## config.mk

```make
export PLATFORM = sky130hd
export DESIGN_NAME = lz77_decoder
export DESIGN_NICKNAME = d
export VERILOG_FILES = /design/src/rtl/lz77_pkg.sv /design/src/rtl/lz77_search_buf.sv /design/src/rtl/lz77_decoder.sv
export SDC_FILE = /design/constraint.sdc
export NUM_CORES = 1
export LEC_CHECK = 0
export BUFFER_PORTS_ARGS = -buffer_cell sky130_fd_sc_hd__buf_2
export CAP_MARGIN = 20
export CORE_MARGIN = 1.5
export CORE_UTILIZATION = 35
export DETAILED_ROUTE_END_ITERATION = 12
export PLACE_DENSITY = 0.56
export SLEW_MARGIN = 20
export SYNTH_ARGS = -nofsm -noshare
export SYNTH_HDL_FRONTEND = slang
export SYNTH_SLANG_ARGS = --single-unit
```

## constraint.sdc

```tcl
create_clock -name clk -period 4 [get_ports clk]
set_clock_uncertainty 0.2 [all_clocks]
set_input_delay 0.6 -clock clk [delete_from_list [all_inputs] [get_ports clk]]
set_output_delay 0.6 -clock clk [all_outputs]
set_load 0.02 [all_outputs]
```

## src/rtl/lz77_pkg.sv

```systemverilog
// Shared LZ77 encoder/decoder parameters, end-of-stream sign and state type.
// Optional build macro used by the decoder: LZ77_DEC_OUTCNT_EN.
package lz77_pkg;

    localparam int Wsearch = 9;
    localparam int Wchar   = 8;
    localparam int Woff    = 4;
    localparam int Wlen    = 3;

    localparam logic [Wchar-1:0] EndSgn = 8'h24;

    typedef enum logic [1:0] {
        IDLE,
        COPY,
        LIT,
        FIN
    } state_t;

endpackage

```

## src/rtl/lz77_search_buf.sv

```systemverilog
// Search buffer: Wsearch-deep character shift register, entry 0 newest.
// Reads past the last entry return zero.
module lz77_search_buf
    import lz77_pkg::*;
(
    input  logic             clk,
    input  logic             reset,
    input  logic             shift_en,
    input  logic [Wchar-1:0] din,
    input  logic [Woff-1:0]  rd_off,
    output logic [Wchar-1:0] rd_data
);

    localparam logic [Woff:0] SearchLim = (Woff+1)'(Wsearch);

    logic [Wchar-1:0] mem [Wsearch];

    always_ff @(posedge clk or posedge reset) begin
        if (reset) begin
            for (int unsigned i = 0; i < Wsearch; i++) begin
                mem[i] <= '0;
            end
        end else if (shift_en) begin
            mem[0] <= din;
            for (int unsigned i = 1; i < Wsearch; i++) begin
                mem[i] <= mem[i-1];
            end
        end
    end

    always_comb begin
        rd_data = '0;
        if ({1'b0, rd_off} < SearchLim) begin
            rd_data = mem[rd_off];
        end
    end

endmodule

```

## src/rtl/lz77_decoder.sv

```systemverilog
// LZ77 triplet decoder: (offset, len, char) in, one character per cycle out.
// Define LZ77_DEC_OUTCNT_EN to add the out_cnt emitted-character counter port.
module lz77_decoder
    import lz77_pkg::*;
(
    input  logic             clk,
    input  logic             reset,
    input  logic             code_valid,
    output logic             code_ready,
    input  logic [Woff-1:0]  code_offset,
    input  logic [Wlen-1:0]  code_len,
    input  logic [Wchar-1:0] code_char,
    output logic             char_valid,
    output logic [Wchar-1:0] char_out,
    output logic             encode,
    output logic             finish,
    output logic             proto_err
`ifdef LZ77_DEC_OUTCNT_EN
    ,
    output logic [11:0]      out_cnt
`endif
);

    localparam logic [Woff:0] SearchLim = (Woff+1)'(Wsearch);

    state_t           state;
    logic [Woff-1:0]  off_q;
    logic [Wlen-1:0]  cnt;
    logic [Wchar-1:0] char_q;

    logic             shift_en;
    logic [Wchar-1:0] din;
    logic [Wchar-1:0] rd_data;

    assign encode = 1'b0;

    lz77_search_buf u_search_buf (
        .clk      (clk),
        .reset    (reset),
        .shift_en (shift_en),
        .din      (din),
        .rd_off   (off_q),
        .rd_data  (rd_data)
    );

    // The character emitted this cycle also enters the buffer, so a fixed
    // off_q walks forward through overlapping copies on its own.
    always_comb begin
        shift_en = 1'b0;
        din      = char_q;
        case (state)
            COPY: begin
                shift_en = 1'b1;
                din      = rd_data;
            end
            LIT: begin
                shift_en = (char_q != EndSgn);
            end
            default: ;
        endcase
    end

    always_ff @(posedge clk or posedge reset) begin
        if (reset) begin
            state      <= IDLE;
            off_q      <= '0;
            cnt        <= '0;
            char_q     <= '0;
            char_valid <= 1'b0;
            char_out   <= '0;
            finish     <= 1'b0;
            proto_err  <= 1'b0;
            code_ready <= 1'b0;
`ifdef LZ77_DEC_OUTCNT_EN
            out_cnt    <= '0;
`endif
        end else begin
            char_valid <= shift_en;
            if (shift_en) begin
                char_out <= din;
`ifdef LZ77_DEC_OUTCNT_EN
                out_cnt  <= out_cnt + 12'd1;
`endif
            end

            case (state)
                IDLE: begin
                    if (code_valid && code_ready) begin
                        off_q      <= code_offset;
                        cnt        <= code_len;
                        char_q     <= code_char;
                        code_ready <= 1'b0;
                        if ({1'b0, code_offset} >= SearchLim) begin
                            proto_err <= 1'b1;
                        end
                        state <= (code_len != '0) ? COPY : LIT;
                    end else begin
                        code_ready <= 1'b1;
                    end
                end
                COPY: begin
                    cnt <= cnt - Wlen'(1);
                    if (cnt == Wlen'(1)) begin
                        state <= LIT;
                    end
                end
                LIT: begin
                    if (char_q == EndSgn) begin
                        state  <= FIN;
                        finish <= 1'b1;
                    end else begin
                        state      <= IDLE;
                        code_ready <= 1'b1;
                    end
                end
                FIN: begin
                    finish     <= 1'b1;
                    code_ready <= 1'b0;
                end
                default: state <= IDLE;
            endcase
        end
    end

endmodule
```

-- After elaboration in Yosys (flattened, before gate mapping)
Cells that the tools add are included.
W data, S select, Z words.
- word-level logic and storage cells: 63
- output and inout port bits: 13
- input bits: 18
- flip-flop bits (word level): 93
- eq/ne operators: 10
- mux-type cells: 18
- $add $sub $neg: 1
- reduce and logical (&&, ||, !) cells: 13
- magnitude comparators: 3
- bitwise gates (word level): 1
- operator list (operator ; number):
    $bmux W8 S4 ; 1
    $mux W8 ; 4
    $reduce_bool A3 Y1 ; 3
    $eq A8 B6 Y1 const B ; 1
    $mux W2 ; 4
    $ne A2 B2 Y1 const B ; 4
    $ne A8 B6 Y1 const B ; 1
    $reduce_and A2 Y1 ; 4
    $pmux W2 S3 ; 1
    $pmux W3 S2 ; 1
    $reduce_and A3 Y1 ; 2
    $ge A5 B5 Y1 const B ; 1
    $not A4 Y5 ; 1
    $eq A2 B2 Y1 const B ; 2
    $ge A4 B4 Y1 const B ; 1
    $lt A4 B4 Y1 const B ; 1
    $pmux W1 S2 ; 2
    $reduce_bool A2 Y1 ; 2
    $eq A3 B1 Y1 const B ; 1
    $mux W1 ; 3
    $mux W3 ; 1
    $pmux W1 S3 ; 1
    $sub A3 B1 Y3 const B ; 1
    $eq A2 B1 Y1 const B ; 1
    other kinds (2) ; 2

-- Depth between registers and ports, before layout
Gate-level depths: netlist (run 1).
- depth in word-level cells: 6
- mapped depth: 8
- gate-level depth less buffers: 7

-- Hierarchy
A second synthesis (run 1) with hierarchy kept.
- cells, all modules: 354
- area total of the unflattened synthesis: 4802.1 um2
- modules (own cells, without submodules) (module ; cells each ; sequential area each (um2) ; times used ; area each (um2)):
    lz77_search_buf ; 235 ; 1801.7 ; 1 ; 3323.2
    lz77_decoder ; 119 ; 725.7 ; 1 ; 1478.9

-- Worst setup path before layout (run 1)
No wires, ideal clock.
- path kind: register -> register
- start: register state[0]
- end: register char_q[0]
- cell stages (with the launch flop): 6
- data required time: 3675 ps
- buffers on the path: 1
- setup slack: 2034 ps
- setup time: 125 ps
- period minus slack after synthesis: 1966 ps
- data arrival time: 1641 ps
- path through: dfrtp_1 > inv_1 > ha_1 > nand3_1 > clkbuf_1 > mux2_2
- cells in the longest elaborated chain, start to end: 2
- ends and longest elaborated chain (what ; RTL line ; text):
    start, declared ; lz77_decoder.sv:26 ; state_t state;
    start signal, assigned ; lz77_decoder.sv:96 ; state <= (code_len != '0) ? COPY : LIT;
    $logic_not A2 Y1 ; lz77_decoder.sv:86 ; case (state)
    $reduce_and A2 Y1 (no source line) ; n/a ;
    end signal, assigned ; lz77_decoder.sv:91 ; char_q <= code_char;
    end, declared ; lz77_decoder.sv:29 ; logic [Wchar-1:0] char_q;
No other way between the ends.
A chain may end at the register's enable or synchronous reset.

-- Worst setup path after layout (run 1)
- start: register state[1]
- end: register cnt[1]
- cells in the longest elaborated chain, start to end: 3
- elaborated cells on any way between the ends: 6
- those cells by class: 2 x eq/ne; 1 x mux; 3 x reduce/logical
- ends and longest elaborated chain (what ; RTL line ; text):
    $eq A2 B1 Y1 or $logic_not A2 Y1 (tied branches) ; lz77_decoder.sv:86 ;
    $reduce_bool A2 Y1 (no source line) or $ne A2 B2 Y1 (tied branches) ; n/a ;
    $reduce_and A2 Y1 (no source line) ; n/a ;
    end signal, assigned ; lz77_decoder.sv:90 ; cnt <= code_len;
    end signal, assigned ; lz77_decoder.sv:102 ; cnt <= cnt - Wlen'(1);
    end, declared ; lz77_decoder.sv:28 ; logic [Wlen-1:0] cnt;
Parallel ways exist; a longest one is shown, timed or not.

==> run_results.csv, run 1 <==
group,metric,value,unit
outcome,status,"completed",
timing,tightest_slew,0.756,ns
yosys,synth.distinct_cells,39,
yosys,syn_avg_cell_area,13.4,sq um
routing,drc,0,
routing,vias,2730,
worst_setup_path,crit_path_max_incr_delay,0.45,ns
worst_setup_path,cp_max_fo,20,
final_layout,design_area,5150,sq um
final_layout,drive_gt1_frac,0.380,
power_and_ir_drop,power.density,1040,nW/um^2
timing,fin_crit,2.35,ns
timing,setup-violations-final,0,
timing,fmax,426,MHz
yosys,ys_ff_latch,93,
worst_setup_path,cp_top_family,"compound AO/OA/AOI/OAI gates",
global_routing,grtUsageTotal,0.139,
placement,dpl_cell_area,4870,sq um
floorplanning,die_w,119,um
clocking,clockBufferDepth,2,
yosys,synth_top_cell_area_share,0.494,
power_and_ir_drop,clkPwrFrac,0.151,
placement,port_buffers,29,
clocking,cts_setup_buffers,0,
final_layout,layout_commonest_cell,"dfrtp_1",
timing,tns,0,ns
routing,wirelength,9.37,mm
floorplanning,die_h,119,um
power_and_ir_drop,p_leak,2.35,nW
yosys,syn-cell-area,4710,sq um
final_layout,nNetsFinal,393,
min_path,min_path_type,"in -> async",
global_routing,grt_pass1_vias,2766,
clocking,ctsHoldBuffers,0,
worst_setup_path,cpMaxStageDelayCell,"dfrtp_1",
routing,viasPerCell,4.99,
final_layout,n_antenna_cell,0,
worst_setup_path,cp.arrival,2.39,ns
power_and_ir_drop,switching_share,0.366,
global_routing,grt_overflow,0,
power_and_ir_drop,internal-power,3.38,mW
yosys,yosys_warnings,0,
final_layout,register_area,2330,sq um
floorplanning,io_pins,31,
routing,wl_per_cell,17.1,um
timing,slew_violations,0,
global_routing,grt_pass1_wl,15.2,mm
worst_setup_path,crit_required,4.04,ns
routing,drtIter0Drc,122,
final_layout,area_delta_synth_final,9.33,%
clocking,cts-root-buf,"clkbuf_16",
worst_setup_path,critPathKind,"reg -> reg",
clocking,clock_latency,0.34,ns
final_layout,final_cell_mix,"dfrtp_1, mux2_4, mux2_2",
final_layout,multi_input_area,2080,sq um
clocking,htreeDepth,3,
timing,rsz0062_at_grt,"no",
yosys,async_flop_share,1.00,
timing,maxSlewHeadroom,0.494,
power_and_ir_drop,p_switching,1.96,mW
yosys,synth_edf_count,0,
final_layout,fill_cells,1244,
yosys,synth_area_leaders,"dfrtp_1, mux2_4, mux2_2, a21oi_1, a22oi_1",
worst_setup_path,start_kind,"flop",
global_routing,antenna_found_initial,0,
yosys,synth_cells,352,
routing,firstDrtPassIters,5,
yosys,synth_ff_type,"dfrtp_1",
worst_setup_path,end_kind,"flop",
worst_setup_path,cp.depth,6,
yosys,ys_seq_area_frac,0.494,
clocking,clock_sinks,93,
worst_setup_path,cp_common_cell,"inv_1",
worst_setup_path,path_cells,"inv_1 > ha_1 > inv_1 > a21boi_0 > nor2_1 > a311oi_1",
yosys,syn_nets,378,
placement,place.detailed.hpwl,6.18,mm
timing,layout_worst_path_cycle_share,0.587,
power_and_ir_drop,peakVddDrop,0.000415,V
worst_setup_path,r2r_cells,6,
floorplanning,rows,42,
yosys,synth_top_area_cell,"dfrtp_1",
floorplanning,start_util,0.357,
clocking,clkTransAtPathRegs,0.06,ns
global_routing,grt_start_max_net_pins,66,
worst_setup_path,path_buf_inv,2,
clocking,numCtsBuffers,9,
routing,drtAntennaViolNets,0,
placement,globalplace.congestion,0.745,
power_and_ir_drop,power_frac_comb,0.488,
floorplanning,core_area,13200,sq um
timing,finalHoldViolations,0,
clocking,cts_tree,"built",
run,cap_violations,0,
power_and_ir_drop,power.share.sequential,0.361,
floorplanning,dieArea,14200,sq um
clocking,ctsResizeCount,0,
[path summary, 6_finish.rpt]
path	from	end	slack (ns)
worst max-delay path	state[1]$_DFFE_PP0P_	cnt[1]$_DFFE_PP0P_	1.65
worst min-delay path	reset	u_search_buf.mem[35]$_DFFE_PP0P_	0.15
worst max register to register	state[1]$_DFFE_PP0P_	cnt[1]$_DFFE_PP0P_	1.65
worst min register to register	finish$_DFFE_PP0P_	finish$_DFFE_PP0P_	0.27
max in group asynchronous	reset	u_search_buf.mem[37]$_DFFE_PP0P_	2.67
min in group clk	finish$_DFFE_PP0P_	finish$_DFFE_PP0P_	0.27
[final cells by class]
cell class | instances | share of cell area
Sequential cell | 93 | 0.452
Multi-Input combinational cell | 219 | 0.405
Clock buffer | 14 | 0.0532
Tap cell | 176 | 0.0428
Timing Repair Buffer | 34 | 0.0379
Inverter | 10 | 0.00778
Clock inverter | 1 | 0.000973
[power by group through the flow]
stage	Sequential, mW	Combinational [mW]	Clock [mW]
floorplan	1.75	2.49	0
global placement	1.94	2.57	0
detailed placement	1.94	2.62	0
CTS	1.93	2.63	0.828
global route	2.00	2.83	0.862
finish	1.93	2.61	0.806
[worst register-to-register path: stages (launching register included)]
cell and delay (ns):
dfrtp_1 0.45, inv_1 0.15, ha_1 0.41, inv_1 0.41, a21boi_0 0.36, nor2_1 0.07, a311oi_1 0.20
[registers in the layout (all words and copies together) (netlist names)]
name,cells
char_q,8
char_valid,1
cnt,3
code_ready,1
finish,1
off_q,4
proto_err,1
state,2
u_search_buf.mem,72
[metrics by stage]
stage | worst slack, ns | util | power, mW | hold slack, ns | cells
6_report | 1.65 | 0.390 | 5.34 | 0.153 | 547
5_1_grt | 1.49 | 0.390 | 5.69 | 0.205 | 547
4_1_cts | 1.66 | 0.390 | 5.39 | 0.183 | 547
3_5_place_dp | 1.68 | 0.369 | 4.56 | 0.260 | 532
3_3_place_gp | 1.68 | 0.369 | 4.51 | 0.257 | 532
2_1_floorplan | 0.780 | - | 4.24 | 0.271 | 352
[per-layer routing]
layer	track usage	up-vias	part of all wire
met2	0.214	44	0.46
met3	0.0307	8	0.039
met4	0.0474	0	0.014
met1	0.195	1388	0.48
li1	-	1290	-
met5	0	-	0
[synthesized netlist by cell type, types with 5 or more instances]
cell,count
dfrtp_1,93
mux2_2,38
clkbuf_1,5
o21ai_0,5
inv_1,9
ha_1,8
mux2i_1,8
nand2_1,7
mux2_4,49
a21oi_1,29
o221ai_1,8
buf_12,5
nor2_1,19
mux2_1,5
a22oi_1,16
buf_2,6
buf_4,12
[cells by family (layout without fill, tap and decap cells)]
kind of cell | after synthesis | in the layout | synth area share
buffers and inverters | 40 | 59 | 0.0627
AND/OR/NAND/NOR | 40 | 40 | 0.0460
AO/OA/AOI/OAI | 70 | 70 | 0.0986
flip-flops | 93 | 93 | 0.494
other | 1 | 1 | 0.000797
multiplexers | 100 | 100 | 0.276
adder cells (fa/ha/maj) | 8 | 8 | 0.0213
Power figures use the tool's default switching activity.
==> run 2, diff against run 1 <==
Clock period 4 ns to 2.3 ns, I/O delays scaled along.
==> run 2 against run 1 <==
Compared with the run above: first-iteration DRC count grew 0.82%; design area grew 3.1%; combinational power grew 90%; routed wire length shrank 1.4%; clock power grew 67%; sequential share of layout area shrank 1.3 points; register-to-register slack lost 1.5 ns; largest power group unchanged.
==> run_results.csv, run 2 (same netlist as run 1, synthesis figures left out) <==
group,metric,value,unit
routing,firstDrtPassIters,4,
worst_setup_path,r2r_cells,5,
power_and_ir_drop,p_switching,3.46,mW
global_routing,grt_pass1_wl,15.5,mm
final_layout,reg_top3,"u_search_buf.mem x72, char_q x8, off_q x4",
global_routing,grt_start_max_net_pins,94,
clocking,clockBufferDepth,2,
clocking,clock_latency,0.34,ns
timing,setup-violations-final,0,
routing,wirelength,9.24,mm
final_layout,layout_commonest_cell,"dfrtp_1",
timing,tns,0,ns
routing,vias,2771,
routing,wl_per_cell,16.5,um
outcome,status,"completed",
timing,tightest_slew,0.512,ns
clocking,cts-root-buf,"clkbuf_16",
power_and_ir_drop,peakVddDrop,0.000699,V
clocking,clock_sinks,93,
timing,slew_violations,0,
power_and_ir_drop,power.share.sequential,0.340,
worst_setup_path,crit_required,2.33,ns
timing,whs,0.0371,ns
run,cap_violations,0,
placement,post-place-ws,0.105,ns
clocking,numCtsBuffers,9,
final_layout,design_area,5310,sq um
timing,maxSlewHeadroom,0.659,
floorplanning,dieArea,14200,sq um
worst_setup_path,end_kind,"flop",
timing,layout_worst_path_cycle_share,0.930,
timing,rsz0062_at_grt,"no",
floorplanning,die_w,119,um
worst_setup_path,critPathKind,"reg -> reg",
clocking,clkTransAtPathRegs,0.06,ns
power_and_ir_drop,fin_total_pwr,9.58,mW
placement,dpl_cell_area,5010,sq um
power_and_ir_drop,p_leak,2.43,nW
placement,globalplace.congestion,0.725,
floorplanning,io_pins,31,
min_path,hold_depth,2,
global_routing,grt_overflow,0,
global_routing,grt_pass1_vias,2845,
timing,fin_ws,0.161,ns
floorplanning,die_h,119,um
power_and_ir_drop,internal-power,6.12,mW
min_path,min_path_type,"in -> reg",
timing,finalHoldViolations,0,
global_routing,grtUsageTotal,0.141,
routing,drtIter0Drc,123,
timing,fmax,468,MHz
final_layout,final_cell_mix,"dfrtp_1, mux2_4, mux2_2",
floorplanning,start_util,0.357,
final_layout,nNetsFinal,405,
floorplanning,core_area,13200,sq um
routing,viasPerCell,4.96,
final_layout,n_antenna_cell,0,
routing,drc,0,
power_and_ir_drop,power_frac_comb,0.519,
final_layout,fill_cells,1240,
placement,place.detailed.hpwl,6.05,mm
clocking,cts_setup_buffers,0,
worst_setup_path,cp.arrival,2.17,ns
timing,fin_crit,2.14,ns
placement,port_buffers,29,
clocking,htreeDepth,3,
routing,drtAntennaViolNets,0,
power_and_ir_drop,clkPwrFrac,0.141,
clocking,cts_tree,"built",
power_and_ir_drop,power.density,1810,nW/um^2
final_layout,largest_register_ffs,72,
power_and_ir_drop,switching_share,0.361,
final_layout,drive_gt1_frac,0.399,
final_layout,regMostFlops,"u_search_buf.mem",
worst_setup_path,start_kind,"flop",
global_routing,antenna_found_initial,0,
final_layout,area_delta_synth_final,12.7,%
worst_setup_path,cp_max_fo,25,
floorplanning,rows,42,
## run 2: cell types whose count changed in the layout (fill, tap and decap cells not counted), sizes merged
cell and change:
clkinvlp +1, buf +10, inv -1, dlygate4sd3 +1, clkinv +1
## run 2: layout make-up
| class | count | area [sq um] | share of cell area |
|---|---|---|---|
| inverter | 10 | 41.3 | 0.00778 |
| timing repair buffer | 46 | 368 | 0.0693 |
| clock inverter | 2 | 10.0 | 0.00189 |
| multi-input combinational | 219 | 2090 | 0.393 |
| sequential | 93 | 2330 | 0.439 |
| tap | 176 | 220 | 0.0415 |
| clock buffer | 13 | 250 | 0.0472 |
## run 2: what timing repair did
action                                  in CTS  in global routing
gates resized for setup                      0                  2
hold endpoints to repair                    93                  0
hold buffers                                 1                  0
endpoints found under the setup margin       0                  8
## run 2: worst paths after layout
path                       slack [ns]                   from                                to
setup / recovery                 0.16  char_q[3]$_DFFE_PP0P_  u_search_buf.mem[53]$_DFFE_PP0P_
hold / removal                   0.04           code_char[1]             char_q[1]$_DFFE_PP0P_
setup reg to reg                 0.16  char_q[3]$_DFFE_PP0P_  u_search_buf.mem[53]$_DFFE_PP0P_
hold reg to reg                  0.27     finish$_DFFE_PP0P_                finish$_DFFE_PP0P_
max in group asynchronous        0.99                  reset              state[0]$_DFFE_PP0P_
min in group asynchronous        0.48                  reset              char_valid$_DFF_PP0_
## run 2: power groups by stage
stage / Sequential, mW / Combinational [mW] / Clock [mW]
2_1_floorplan: 3.04 / 4.34 / 0
3_3_place_gp: 3.27 / 4.81 / 0
3_5_place_dp: 3.29 / 4.88 / 0
4_1_cts: 3.27 / 4.92 / 1.39
5_1_grt: 3.38 / 5.39 / 1.47
6_report: 3.26 / 4.97 / 1.35
## run 2: per-layer routing
layer	GRT usage	wire length, um	vias to the layer above
li1	-	-	1311
met1	0.200	4500	1413
met4	0.0505	160	0
met3	0.0393	304	9
met5	0	0	-
met2	0.207	4280	38
## run 2: metrics by stage
| step | instances | utilization |
|---|---|---|
| floorplan | 352 | - |
| finish | 559 | 0.402 |
| global route | 559 | 0.402 |
| CTS | 558 | 0.400 |
| detailed placement | 542 | 0.380 |
| global placement | 542 | 0.380 |
## run 2: critical path, cell delays in order, from the launching register on
cell     delay (ns)
dfrtp_1        0.45
nor4b_4        0.36
a21oi_2        0.12
o21ai_4        0.27
buf_12         0.25
mux2_2         0.35
